`src/rtl/rf_commit_ctrl.sv`:
```
// Purpose: retires ROB head entries into the RegFile commit port; runs restore/flush on exceptions.
// Latency: commit_* outputs are registered, 1 cycle after the rob_valid && rob_ready transfer.
// Backpressure: rob_ready is low during reset and outside RUN (RESTORE/DRAIN); entries are held by the ROB.
// Optional: define RF_COMMIT_PERF_CNT_EN to build the retired-instruction counter (else retire_count = 0).
module rf_commit_ctrl #(
    parameter int DATA_WIDTH    = 32,
    parameter int RF_ADDR_WIDTH = 6,
    parameter int RF_REG_HI     = 32,
    parameter int FLUSH_CYCLES  = 2,
    parameter int CNT_WIDTH     = 32
) (
    input  logic                     clk,
    input  logic                     rst,
    input  logic                     rob_valid,
    output logic                     rob_ready,
    input  logic                     rob_dest_en,
    input  logic [RF_ADDR_WIDTH-1:0] rob_dest_addr,
    input  logic [DATA_WIDTH-1:0]    rob_data,
    input  logic                     rob_lo_en,
    input  logic [DATA_WIDTH-1:0]    rob_lo_data,
    input  logic                     rob_exc,
    output logic                     commit_en,
    output logic                     commit_add,
    output logic [RF_ADDR_WIDTH-1:0] commit_addr,
    output logic [DATA_WIDTH-1:0]    commit_data,
    output logic                     commit_lo_en,
    output logic [DATA_WIDTH-1:0]    commit_lo_data,
    output logic                     commit_restore,
    output logic                     flush_out,
    output logic                     busy,
    output logic [CNT_WIDTH-1:0]     retire_count
);

    // Drain counter only needs to hold FLUSH_CYCLES-1.
    localparam int DCW = (FLUSH_CYCLES > 1) ? $clog2(FLUSH_CYCLES) : 1;

    // Reject configurations that cannot work: zero-length flush or HI outside the RegFile.
    if (FLUSH_CYCLES < 1 || RF_REG_HI >= (1 << RF_ADDR_WIDTH)) begin : g_bad_param
        $error("rf_commit_ctrl: illegal FLUSH_CYCLES or RF_REG_HI");
    end

    typedef enum logic [1:0] {
        S_RUN     = 2'd0,
        S_RESTORE = 2'd1,
        S_DRAIN   = 2'd2
    } state_t;

    state_t         state_q, state_d;
    logic [DCW-1:0] drain_cnt_q, drain_cnt_d;
    logic           xfer;

    assign rob_ready = (state_q == S_RUN) && !rst;
    assign xfer      = rob_valid && rob_ready;

    // Flush is held through RESTORE and while the drain counter is non-zero,
    // so it is high for exactly FLUSH_CYCLES cycles after the exception.
    assign flush_out = (state_q == S_RESTORE) || ((state_q == S_DRAIN) && (drain_cnt_q != '0));
    assign busy      = (state_q != S_RUN);

    // State and drain-counter registers.
    always_ff @(posedge clk) begin
        if (rst) begin
            state_q     <= S_RUN;
            drain_cnt_q <= '0;
        end else begin
            state_q     <= state_d;
            drain_cnt_q <= drain_cnt_d;
        end
    end

    // Next-state: exception enters RESTORE, then DRAIN counts down back to RUN.
    always_comb begin
        state_d     = state_q;
        drain_cnt_d = drain_cnt_q;
        case (state_q)
            S_RUN: begin
                if (xfer && rob_exc) state_d = S_RESTORE;
            end
            S_RESTORE: begin
                if (FLUSH_CYCLES == 1) begin
                    state_d = S_RUN;
                end else begin
                    state_d     = S_DRAIN;
                    drain_cnt_d = DCW'(FLUSH_CYCLES - 1);
                end
            end
            S_DRAIN: begin
                if (drain_cnt_q == '0) state_d = S_RUN;
                else                   drain_cnt_d = drain_cnt_q - 1'b1;
            end
            default: state_d = S_RUN;
        endcase
    end

    // Commit port: single-cycle pulses registered from the accepted entry; $zero never written.
    always_ff @(posedge clk) begin
        if (rst) begin
            commit_en      <= 1'b0;
            commit_add     <= 1'b0;
            commit_addr    <= '0;
            commit_data    <= '0;
            commit_lo_en   <= 1'b0;
            commit_lo_data <= '0;
            commit_restore <= 1'b0;
        end else begin
            commit_en      <= 1'b0;
            commit_add     <= 1'b0;
            commit_lo_en   <= 1'b0;
            commit_restore <= 1'b0;
            if (xfer && !rob_exc) begin
                commit_en      <= rob_dest_en && (rob_dest_addr != '0);
                commit_add     <= 1'b1;
                commit_addr    <= rob_dest_addr;
                commit_data    <= rob_data;
                commit_lo_en   <= rob_lo_en;
                commit_lo_data <= rob_lo_data;
            end else if (xfer && rob_exc) begin
                commit_restore <= 1'b1;
            end
        end
    end

`ifdef RF_COMMIT_PERF_CNT_EN
    // Retired-instruction counter; excepting entries are not counted, wraps naturally.
    always_ff @(posedge clk) begin
        if (rst)                   retire_count <= '0;
        else if (xfer && !rob_exc) retire_count <= retire_count + 1'b1;
    end
`else
    assign retire_count = '0;
`endif

endmodule

```
`config.mk`:
```
export PLATFORM = sky130hd
export DESIGN_NAME = rf_commit_ctrl
export DESIGN_NICKNAME = d
export VERILOG_FILES = /design/src/rtl/rf_commit_ctrl.sv
export SDC_FILE = /design/constraint.sdc
export NUM_CORES = 1
export LEC_CHECK = 0
export ABC_CLOCK_PERIOD_IN_PS = 4200
export CORE_MARGIN = 4
export CORE_UTILIZATION = 30
export DETAILED_ROUTE_END_ITERATION = 8
export PLACE_DENSITY = 0.66
export SLEW_MARGIN = 20
export SYNTH_ARGS = -nofsm -noshare
export SYNTH_HDL_FRONTEND = slang
export SYNTH_SLANG_ARGS = --single-unit
```
`constraint.sdc`:
```
create_clock -name clk -period 4.2 [get_ports clk]
set_clock_uncertainty 0.2 [all_clocks]
set_input_delay 1.26 -clock clk [delete_from_list [all_inputs] [get_ports clk]]
set_output_delay 1.26 -clock clk [all_outputs]
set_load 0.05 [all_outputs]
```
==> out/results.ini, run 1 <==
[run_status]
run_status = completed

[worst_setup_path]
slowest_stage = clkdlybuf4s50_1
reg2regPathDepth = 6
reg2reg_setup_slack_ns = 2.15
crit_arrival_ns = 2.00
crit_path_max_fanout = 4
r2r-start = state_q[0]$_SDFFE_PP0P_
required_ns = 2.74
reg2reg_to = commit_data[13]$_SDFFE_PP0P_
worstSetupPathType = flip-flop to primary output
slowest_delay_ns = 0.82
cp-start-kind = flip-flop
endpoint_kind = primary output
crit_top_cell = inv_1
crit_chain = inv_1 > ha_1 > inv_1 > clkdlybuf4s50_1

[final_layout]
area_delta_synth_final_pct = 53.1
num-fill-cells = 990
antenna_cells = 0
drive_gt1_frac = 0.0408
nets = 591

[detailed_routing]
drtIter0Drc = 81
drc = 0
route.vias.total = 2807
dr.pass1.iters = 4
wl_per_cell_um = 13.0
wirelength_mm = 8.43
drtAntennaViolNets = 0
vias_per_cell = 4.33

[floorplan]
die_h_um = 110
start_util = 0.313
core_um2 = 9950
num_io_pins = 185
rows = 36
die_w_um = 110
die-area_um2 = 12100

[clocking]
clockBufferDepth = 2
path_clk_slew_ns = 0.07
cts_num_sinks = 77
cts.repair.resized = 0
postCtsHoldBufs = 0
cts.htree.levels = 3
cts_setup_buffers = 0
cts_buffers = 9
insertion_delay_ns = 0.33
cts_tree = done
root_buffer = clkbuf_8

[global_routing]
grt_usage = 0.135
grt_start_max_net_pins = 77
grt-ovfl-total = 0
antenna_found_initial = 0
grt_pass1_wl_mm = 12.9
grt_pass1_vias = 2711

[power_and_ir_drop]
combinationalPowerShare = 0.359
power_density_nw_per_um2 = 463
internal_power_w = 0.00137
p_sw_w = 0.000842
power.leakage_nw = 2.00
switching_share = 0.381
seqPwrFrac = 0.387
peakVddDrop_uv = 164
pwr-share-clk = 0.254

[synthesis]
yosys.area.top_type = dfxtp_1
yosysTopAreaCellShare = 0.494
synthDistinctLibCells = 23
ys_ff_latch = 77
syn_area_um2 = 3120
synth-seq-area-share = 0.494
syn_inst = 369
ys_warn_count = 0
synth.area.top_cells = dfxtp_1 (49%), nand2_1 (17%), nand3b_1 (12%), buf_4 (9.1%), a21oi_1 (3.2%)
syn_avg_cell_area_um2 = 8.45

[timing]
rsz0062_at_grt = false
slew_headroom = 0.524
setup-violations-final = 0
finalCriticalPeriod_ns = 3.46
setup_tns_ns = 0
max_freq_ghz = 0.289
hold_viol = 0
worstMarginPinSlew_ns = 0.715
slew_viol_final = 0
min_period_over_period = 0.823
holdWs_ns = 0.257

[placement]
port-buffer-count = 152
hpwlAfterDp_mm = 5.84
gp_congestion = 0.708

[run]
maxCapViolations = 0

[worst_hold_path]
hold_class = flip-flop to flip-flop
hold_path_depth = 2
min_to = commit_data[18]$_SDFFE_PP0P_
hold_start = commit_data[18]$_SDFFE_PP0P_

[per-stage QoR]
step / cells / worst slack [ns] / area, µm² / util / total power [W]
after floorplan: 400 / 0.651 / 3240 / - / 0.00142
after global placement: 632 / 0.884 / 4570 / 0.460 / 0.00166
after detailed placement: 632 / 0.815 / 4570 / 0.460 / 0.00167
after CTS: 648 / 0.694 / 4770 / 0.480 / 0.00224
after global routing: 648 / 0.600 / 4770 / 0.480 / 0.00233
final: 648 / 0.745 / 4770 / 0.480 / 0.00221
[state kept, by name, indices dropped and copies added, names as in the netlist]
| name | cells |
|---|---|
| drain_cnt_q | 1 |
| commit_lo_en | 1 |
| commit_data | 32 |
| commit_restore | 1 |
| state_q | 2 |
| commit_en | 1 |
| commit_add | 1 |
| commit_addr | 6 |
| commit_lo_data | 32 |
[layer usage]
| layer | global-route usage | up-vias | routed length [µm] |
|---|---|---|---|
| met2 | 0.221 | 110 | 3960 |
| met3 | 0.0470 | 12 | 822 |
| met1 | 0.166 | 1293 | 3520 |
| li1 | - | 1392 | - |
| met5 | 0 | - | 0 |
| met4 | 0.0454 | 0 | 121 |
[worst max-delay path by stage]
| stage | start | end | slack (ns) | cells after the start |
|---|---|---|---|---|
| finish | state_q[0]$_SDFFE_PP0P_ | busy | 0.74 | 4 |
| global route | state_q[0]$_SDFFE_PP0P_ | busy | 0.60 | 4 |
| CTS | state_q[0]$_SDFFE_PP0P_ | busy | 0.69 | 4 |
| detailed placement | rst | commit_data[14]$_SDFFE_PP0P_ | 0.82 | 6 |
| global placement | rst | commit_data[21]$_SDFFE_PP0P_ | 0.88 | 6 |
| floorplan | rst | rob_ready | 0.65 | 2 |
[cells in the final DEF (no fill, tap or decap), types with 2 or more instances in the layout]
master | netlist | final
a21oi_1 | 20 | 20
dfxtp_1 | 77 | 77
inv_1 | 3 | 3
clkdlybuf4s50_1 | 0 | 150
nor2_1 | 2 | 2
nand2_1 | 141 | 141
ha_1 | 5 | 5
nand2b_1 | 4 | 4
clkbuf_8 | 0 | 10
nand3b_1 | 50 | 50
conb_1 | 1 | 32
clkinvlp_4 | 0 | 2
mux2i_1 | 2 | 2
buf_4 | 38 | 3
[layout make-up]
class                      instances  area [µm²]  share of cell area
clock buffer                      11         141              0.0296
sequential                        77        1540               0.323
multi-input combinational        264        1320               0.276
inverter                           4        17.5             0.00367
timing repair buffer             154        1530               0.320
clock inverter                     5        58.8              0.0123
tap                              133         166              0.0349
[cell usage after synthesis]
| cell | number |
|---|---|
| nand2_1 | 141 |
| dfxtp_1 | 77 |
| nand3b_1 | 50 |
| buf_4 | 38 |
| a21oi_1 | 20 |
| clkbuf_1 | 8 |
| buf_2 | 7 |
| ha_1 | 5 |
| nand2b_1 | 4 |
| inv_1 | 3 |
| buf_6 | 2 |
| mux2i_1 | 2 |
| nor2_1 | 2 |
| a211oi_1 | 1 |
| a21o_1 | 1 |
| a22oi_1 | 1 |
| and2_1 | 1 |
| and3_1 | 1 |
| conb_1 | 1 |
| inv_4 | 1 |
| nand4bb_1 | 1 |
| o311a_1 | 1 |
| or4_1 | 1 |
[worst max-delay path, delay by kind of cell (launching register included)]
family	cells	cell delay, ns
adders and majority gates	1	0.27
buffers and inverters	3	1.01
DFF	1	0.38
[cell families after synthesis]
logic type,synth area share
and+or+nand+nor,0.310
DFF,0.494
muxes,0.00642
adders and majority gates,0.0201
AOI/OAI and AO/OA,0.0425
buffers and inverters,0.125
other,0.00120
[power groups by stage]
stage	sequential (W)	clock, W	combinational [W]
global route	0.000867	0.000623	0.000843
detailed placement	0.000873	0	0.000798
floorplan	0.00112	0	0.000297
global placement	0.000871	0	0.000789
CTS	0.000857	0.000585	0.000803
finish	0.000856	0.000561	0.000795
(Power assumes the default switching activity.)
==> run 2, diff against run 1 <==
--- a/config.mk
+++ b/config.mk
@@ -5,11 +5,11 @@
 export SDC_FILE = /design/constraint.sdc
 export NUM_CORES = 1
 export LEC_CHECK = 0
-export ABC_CLOCK_PERIOD_IN_PS = 4200
+export ABC_CLOCK_PERIOD_IN_PS = 3150
 export CORE_MARGIN = 4
 export CORE_UTILIZATION = 30
 export DETAILED_ROUTE_END_ITERATION = 8
-export PLACE_DENSITY = 0.66
+export PLACE_DENSITY = 0.69
 export SLEW_MARGIN = 20
 export SYNTH_ARGS = -nofsm -noshare
 export SYNTH_HDL_FRONTEND = slang
==> constraint.sdc (replaced) <==
create_clock -name clk -period 3.15 [get_ports clk]
set_clock_uncertainty 0.2 [all_clocks]
set_input_delay 0.945 -clock clk [delete_from_list [all_inputs] [get_ports clk]]
set_output_delay 0.945 -clock clk [all_outputs]
set_load 0.05 [all_outputs]
==> run 2 against run 1 <==
  * Final cell count grew 0.31%
  * Register-to-register slack lost 0.82 ns
  * Flip-flop and latch count is the same
  * Die area is the same
  * Core utilization grew 0.64 points
  * Clock power grew 49%
  * Critical path depth is the same
  * Critical path type unchanged
  * Critical endpoint unchanged
==> out/results.ini, run 2 (synthesis results as in run 1) <==
[final_layout]
final_common_cell = clkdlybuf4s50_1
utilization = 0.486  ; +0.00641
nets = 593  ; +0.34%
layout.cells.non_filler = 650  ; +0.31%
reg.largest.list = commit_data x32, commit_lo_data x32, commit_addr x6
antenna_cells = 0  ; unchanged
num-fill-cells = 947  ; -4.3%
multi_input_area_um2 = 1320  ; unchanged
seqCellArea_um2 = 1540  ; unchanged
area_delta_synth_final_pct = 55.1
drive_gt1_frac = 0.0445  ; +0.00371
layout_common_cells = clkdlybuf4s50_1 (148), nand2_1 (141), dfxtp_1 (77)

[clocking]
cts.htree.levels = 3  ; unchanged
cts_num_sinks = 77  ; unchanged
cts_buffers = 9  ; unchanged
path_clk_slew_ns = 0.08  ; about the same
postCtsHoldBufs = 0  ; unchanged
cts_setup_buffers = 0  ; unchanged
clockBufferDepth = 2  ; unchanged
cts.repair.resized = 1  ; +1
cts_tree = done
root_buffer = clkbuf_8
insertion_delay_ns = 0.33  ; about the same

[run_status]
run_status = completed

[power_and_ir_drop]
peakVddDrop_uv = 400  ; +140%
power.leakage_nw = 2.05  ; +2.6%
power_density_nw_per_um2 = 628  ; +36%

[worst_setup_path]
cp-start-kind = flip-flop
required_ns = 2.00  ; -0.74 ns
r2r-start = state_q[1]$_SDFFE_PP0P_
crit_arrival_ns = 1.70  ; -0.30 ns
reg2regPathDepth = 7  ; +1
setup.worst_path.start = state_q[0]$_SDFFE_PP0P_
endpoint_kind = primary output
worstSetupPathType = flip-flop to primary output
crit_path_max_fanout = 4  ; unchanged
reg2reg_setup_slack_ns = 1.33  ; -0.82 ns
reg2reg_to = commit_data[21]$_SDFFE_PP0P_

[timing]
finalCriticalPeriod_ns = 2.85
hold_viol = 0  ; unchanged
setup_tns_ns = 0  ; unchanged
min_period_over_period = 0.903
rsz0062_at_grt = false
max_freq_ghz = 0.351
setup-violations-final = 0  ; unchanged
slew_viol_final = 0  ; unchanged
worstMarginPinSlew_ns = 0.641  ; -0.0740 ns
slew_headroom = 0.573  ; +0.0493

[global_routing]
antenna_found_initial = 0  ; unchanged
grt_start_max_net_pins = 76  ; -1.3%
grt-ovfl-total = 0  ; unchanged
grt_pass1_vias = 2636  ; -2.8%
grt_usage = 0.131  ; -0.00398
grt_pass1_wl_mm = 12.5  ; -2.9%

[floorplan]
die_h_um = 110  ; unchanged
rows = 36  ; unchanged
die-area_um2 = 12100  ; unchanged
num_io_pins = 185  ; unchanged
start_util = 0.313  ; unchanged
die_w_um = 110  ; unchanged
core_um2 = 9950  ; unchanged

[worst_hold_path]
hold_start = commit_data[20]$_SDFFE_PP0P_
hold_class = flip-flop to flip-flop
min_to = commit_data[20]$_SDFFE_PP0P_
hold_path_depth = 2  ; unchanged

[detailed_routing]
route.vias.total = 2770  ; -1.3%
vias_per_cell = 4.26  ; -1.6%
drc = 0  ; unchanged
drtAntennaViolNets = 0  ; unchanged
wirelength_mm = 8.34  ; -0.99%
wl_per_cell_um = 12.8  ; -1.3%
dr.pass1.iters = 4  ; unchanged
drtIter0Drc = 79  ; -2.5%

[placement]
place_inst = 634  ; +0.32%
hpwlAfterDp_mm = 5.82  ; -0.44%
port-buffer-count = 152  ; unchanged
gp_congestion = 0.709  ; +0.25%

[run]
maxCapViolations = 0  ; unchanged

run 2: worst max path at each step:
stage	to	slack, ns	cells after the start
6_report	busy	0.30	4
5_1_grt	busy	0.20	4
4_1_cts	flush_out	0.01	4
3_5_place_dp	busy	0.38	4
3_3_place_gp	busy	0.42	4
2_1_floorplan	rob_ready	0.23	2
run 2: area by class of cell:
class                   instances  area share
clock buffers                  11      0.0292
flip-flops and latches         77       0.319
inverters                       4     0.00362
well taps                     133      0.0344
repair buffers                156       0.325
clock inverters                 5      0.0168
multi-input cells             264       0.273
run 2: per-layer routing:
metal | vias to the layer above | track usage | routed length [µm]
met5 | - | 0 | 0
met4 | 0 | 0.0356 | 57
met3 | 6 | 0.0558 | 822
met2 | 105 | 0.214 | 4040
met1 | 1263 | 0.158 | 3420
li1 | 1396 | - | -
run 2: through the flow:
step,hold WS [ns],total power (W),worst slack (ns),cell area [µm²]
after floorplan,0.266,0.00189,0.231,3240
after global placement,0.242,0.00222,0.416,4610
after detailed placement,0.249,0.00224,0.382,4610
after CTS,0.261,0.00309,0.00975,4840
after global routing,0.281,0.00320,0.197,4840
final,0.256,0.00304,0.304,4840
run 2: power by group:
group	switching [W]	internal (W)	total, W
registers	0.0000596	0.00108	0.00114
clock network	0.000365	0.000470	0.000836
logic	0.000701	0.000359	0.00106
total	0.00113	0.00191	0.00304
run 2: critical path: stages (launching register included):
cell	delay, ns
dfxtp_1	0.38
inv_1	0.10
ha_1	0.26
inv_1	0.10
dlygate4sd2_1	0.53
